$ cat src/rtl/branch_resolve.sv
// ID-stage branch resolver: IF/ID register, BEQ/BNE/BLEZ/BGTZ evaluation, single delay slot,
// PC offset pre-adjustment and a saturating taken-branch counter.
module branch_resolve #(
    parameter logic [31:0] RESET_PC = 32'h00400020,
    parameter int unsigned CNT_W    = 16
) (
    input  logic             clk,
    input  logic             reset,
    input  logic [31:0]      pc_in,
    input  logic [31:0]      instr,
    input  logic [31:0]      rs_data,
    input  logic [31:0]      rt_data,
    output logic             control,
    output logic [15:0]      branch_offset,
    output logic [31:0]      id_instr,
    output logic [31:0]      id_pc,
    output logic             id_valid,
    output logic             range_err,
    output logic [CNT_W-1:0] taken_count
);

    typedef enum logic [1:0] {StFill, StRun, StSlot} state_e;

    localparam logic [5:0] OpBeq  = 6'b000100;
    localparam logic [5:0] OpBne  = 6'b000101;
    localparam logic [5:0] OpBlez = 6'b000110;
    localparam logic [5:0] OpBgtz = 6'b000111;

    state_e           state_q, state_d;
    logic [31:0]      id_instr_q, id_pc_q;
    logic [CNT_W-1:0] cnt_q, cnt_d;

    logic [5:0]  op;
    logic [15:0] off;
    logic        cond;
    logic        off_wrap;
    logic        rs_le_zero;

    assign op         = id_instr_q[31:26];
    assign off        = id_instr_q[15:0];
    assign rs_le_zero = rs_data[31] | (rs_data == 32'd0);
    // off-1 wraps for the most negative offset, so the target cannot be reached
    assign off_wrap   = (off == 16'h8000);

    always_comb begin
        cond = 1'b0;
        case (op)
            OpBeq:   cond = (rs_data == rt_data);
            OpBne:   cond = (rs_data != rt_data);
            OpBlez:  cond = rs_le_zero;
            OpBgtz:  cond = ~rs_le_zero;
            default: cond = 1'b0;
        endcase
    end

    always_comb begin
        state_d   = state_q;
        control   = 1'b0;
        range_err = 1'b0;
        id_valid  = 1'b0;
        cnt_d     = cnt_q;
        case (state_q)
            StFill: begin
                state_d = StRun;
            end
            StRun: begin
                id_valid  = 1'b1;
                range_err = cond & off_wrap;
                control   = cond & ~off_wrap;
                if (control) begin
                    state_d = StSlot;
                end
            end
            StSlot: begin
                // delay slot: any branch here is ignored
                id_valid = 1'b1;
                state_d  = StRun;
            end
            default: begin
                state_d = StFill;
            end
        endcase
        if (control && (cnt_q != '1)) begin
            cnt_d = cnt_q + CNT_W'(1);
        end
    end

    always_ff @(posedge clk or posedge reset) begin
        if (reset) begin
            state_q    <= StFill;
            id_instr_q <= 32'd0;
            id_pc_q    <= RESET_PC;
            cnt_q      <= '0;
        end else begin
            state_q    <= state_d;
            id_instr_q <= instr;
            id_pc_q    <= pc_in;
            cnt_q      <= cnt_d;
        end
    end

    // PC has already advanced one word, so compensate by one
    assign branch_offset = off - 16'd1;
    assign id_instr      = id_instr_q;
    assign id_pc         = id_pc_q;
    assign taken_count   = cnt_q;

endmodule

$ cat config.mk
export PLATFORM = sky130hd
export DESIGN_NAME = branch_resolve
export DESIGN_NICKNAME = d
export VERILOG_FILES = /design/src/rtl/branch_resolve.sv
export SDC_FILE = /design/constraint.sdc
export NUM_CORES = 1
export LEC_CHECK = 0
export ABC_AREA = 1
export CAP_MARGIN = 40
export CELL_PAD_IN_SITES_DETAIL_PLACEMENT = 0
export CELL_PAD_IN_SITES_GLOBAL_PLACEMENT = 2
export CORE_MARGIN = 8
export CORE_UTILIZATION = 20
export CTS_BUF_LIST = sky130_fd_sc_hd__clkbuf_2 sky130_fd_sc_hd__clkbuf_4 sky130_fd_sc_hd__clkbuf_8
export DETAILED_ROUTE_END_ITERATION = 7
export PLACE_DENSITY_LB_ADDON = 0.1
export REMOVE_ABC_BUFFERS = 1
export SLEW_MARGIN = 0
export SYNTH_ARGS = -nofsm -noshare
export SYNTH_HDL_FRONTEND = slang
export SYNTH_SLANG_ARGS = --single-unit
export TNS_END_PERCENT = 20
$ cat constraint.sdc
create_clock -name clk -period 3.7 [get_ports clk]
set_clock_uncertainty 0.2 [all_clocks]
set_input_delay 0.74 -clock clk [delete_from_list [all_inputs] [get_ports clk]]
set_output_delay 0.74 -clock clk [all_outputs]
set_load 0.1 [all_outputs]
==> impl_metrics.env <==
export IMPL_max_vdd_ir_drop_v=0.000441
export IMPL_critical_path_max_stage_delay_ns=0.50
export IMPL_maxSlewHeadroom_pct=69.9
export IMPL_finalSetupTns_ns=0
export IMPL_dieWidth_um=153
export IMPL_postSynthAreaPerCell_um2=9.04
export IMPL_rsz0062_at_grt="no"
export IMPL_grt_max_degree=83
export IMPL_crit_top_cell="nand2_1"
export IMPL_dp_cells=903
export IMPL_syn_to_final_growth_pct=84.5
export IMPL_end_kind="primary output"
export IMPL_crit_family="simple AND/OR/NAND/NOR gates"
export IMPL_clockRootBuffer="clkbuf_8"
export IMPL_track_usage_pct=12.4
export IMPL_mostFrequentLayoutCell="clkdlybuf4s50_1"
export IMPL_synth_warnings=0
export IMPL_avgRoutedWirePerCell_um=15.5
export IMPL_whs_ns=0.348
export IMPL_cts_buffers=9
export IMPL_slew_viol_final=0
export IMPL_pin_count=229
export IMPL_cp_num_buf_inv=2
export IMPL_clk_latency_ns=0.37
export IMPL_max_freq_mhz=292
export IMPL_num_fill_cells=1872
export IMPL_grt_pass1_vias=3993
export IMPL_cpMaxStageDelayCell="clkdlybuf4s50_1"
export IMPL_syn_inst=415
export IMPL_num_vias=3569
export IMPL_power_mw=2.85
export IMPL_final_core_util_pct=37.2
export IMPL_p_per_area_mw_per_mm2=413
export IMPL_grt_pass1_wl_um=22400
export IMPL_hpwlAfterDp_um=11700
export IMPL_insertedDiodeCount=0
export IMPL_clock_sinks=82
export IMPL_post_cts_buffers=0
export IMPL_overflow=0
export IMPL_swShare_pct=42.4
export IMPL_p_sw_mw=1.21
export IMPL_post_cts_resized=0
export IMPL_synth_top_cell_area_share_pct=53.4
export IMPL_htree_levels=3
export IMPL_core_mm2=0.0186
export IMPL_drive_above_1_share_pct=19.9
export IMPL_worstPathCellList="clkdlybuf4s50_1 > xnor2_1 > nand2_1 > nor2_1 > nand2_1 > nor2_2 > nand3_1 > nand3_2 > nand2_1 > nor2_1 > buf_12"
export IMPL_tightest_slew_ns=0.451
export IMPL_hold_viol=0
export IMPL_dieArea_mm2=0.0234
export IMPL_initial_core_util_pct=20.2
export IMPL_drc_errors=0
export IMPL_syn_cell_area_mm2=0.00375
export IMPL_clkSlewWorstSetupHoldPaths_ns=0.09
export IMPL_ys_seq_elements=82
export IMPL_dr_first_iter_drc_count=86
export IMPL_synth_area_top_cells="dfrtp_1 53%, nand2_1 14%, xnor2_1 7.7%"
export IMPL_yosysSeqAreaShare_pct=54.8
export IMPL_viasPerCell=3.88
export IMPL_rows=50
export IMPL_outcome="finished, final reports clean"
export IMPL_drv_cap=0
export IMPL_io_buffers=228
export IMPL_p_int_mw=1.64
export IMPL_pwr_share_clk_pct=23.7
export IMPL_period_share_pct=92.7
export IMPL_cts_buffer_depth=2
export IMPL_drt_wl_total_um=14200
export IMPL_final_cells=919
export IMPL_path_class="primary input to primary output"
export IMPL_power_frac_comb_pct=40.9
export IMPL_gp_congestion=0.696
export IMPL_drtAntennaViolNets=0
export IMPL_synth_top_cell_by_area="dfrtp_1"
export IMPL_final_net_count=816
export IMPL_antenna_found_initial=0
export IMPL_seqPwrFrac_pct=35.4
export IMPL_synth_distinct_cells=22
export IMPL_cp_required_ns=2.76
export IMPL_finalSetupViolCount=0
export IMPL_hold_buffers=0
export IMPL_period_needed_ns=3.43
export IMPL_die_h_um=153
export IMPL_p_leak_nw=3.20
export IMPL_final_cell_mix="153 x clkdlybuf4s50_1, 138 x nand2_1, 80 x dfrtp_1"
export IMPL_worst_hold_path_type="register to register"
export IMPL_firstDrtPassIters=4
export IMPL_cp_arrival_ns=2.49
export IMPL_cts_tree="built"
export IMPL_startpoint_type="primary input"
export IMPL_cp_max_fo=3
[metal layers]
layer | GRT usage [%] | wire length [um] | vias up
li1 | - | - | 1782
met1 | 13.2 | 5460 | 1620
met2 | 21.5 | 6990 | 151
met3 | 5.22 | 1440 | 16
met4 | 5.14 | 314 | 0
met5 | 0 | 0 | -
[kinds of logic after synthesis]
group           after synthesis  synth area share (%)
buf+inv                      54                  5.81
xor+xnor                     47                  11.0
fa+ha+maj                     6                  2.00
flops                        82                  54.8
compound gates                3                 0.400
simple gates                223                  26.0
[power by group through the flow]
stage | logic (mW) | registers [mW] | clock network [mW]
global placement | 1.12 | 1.03 | 0
finish | 1.17 | 1.01 | 0.675
floorplan | 0.361 | 1.42 | 0
CTS | 1.19 | 1.01 | 0.710
global route | 1.23 | 1.02 | 0.738
detailed placement | 1.18 | 1.03 | 0
[cell usage after synthesis, drive strengths merged]
cell / n
buf: 2
clkinv: 1
dfrtp: 80
dfstp: 2
ha: 6
inv: 51
nand2: 139
nand3: 17
nand4: 4
nor2: 51
nor3: 8
nor4: 4
o21ai: 3
xnor2: 33
xor2: 14
[layout make-up]
type / count / area [um2] / share of cell area [%]
sequential: 82 / 2050 / 29.7
clock buffer: 9 / 124 / 1.79
inverter: 52 / 196 / 2.84
timing repair buffer: 256 / 2700 / 39.0
tap: 234 / 293 / 4.23
multi-input combinational: 279 / 1480 / 21.4
clock inverter: 7 / 73.8 / 1.07
[worst reg2reg max path, cell delays in order (launching register included)]
cell	delay, ns
dfrtp_1	0.45
ha_1	0.25
nand3_1	0.13
nor2_1	0.08
nand3_1	0.11
inv_1	0.07
nand3_1	0.11
nor2_2	0.06
nand2_1	0.12
clkinv_1	0.12
nor2_4	0.36
nand2_1	0.10
nand2_1	0.08
[final timing paths]
check | from | end | slack [ns] | cells past startpoint
max | rs_data[10] | range_err | 0.27 | 11
max in group asynchronous | reset | id_pc[5] | 2.33 | 3
min reg2reg | taken_count[7] | taken_count[7] | 0.35 | 2
min in group asynchronous | reset | id_instr[11] | 0.59 | 3
max reg2reg | taken_count[0] | taken_count[8] | 1.40 | 12
min | taken_count[7] | taken_count[7] | 0.35 | 2
[through the flow]
step | cell area [um2] | setup slack (ns)
2_1_floorplan | 3730 | -1.32
3_3_place_gp | 6220 | 0.218
3_5_place_dp | 6720 | 0.231
4_1_cts | 6920 | 0.218
5_1_grt | 6920 | 0.0885
6_report | 6920 | 0.271
[registers in the layout, summed over array words and instances, names as in the netlist]
register	cells
state_q	2
id_pc	32
id_instr	32
taken_count	16
Power figures use the tool's default switching activity.
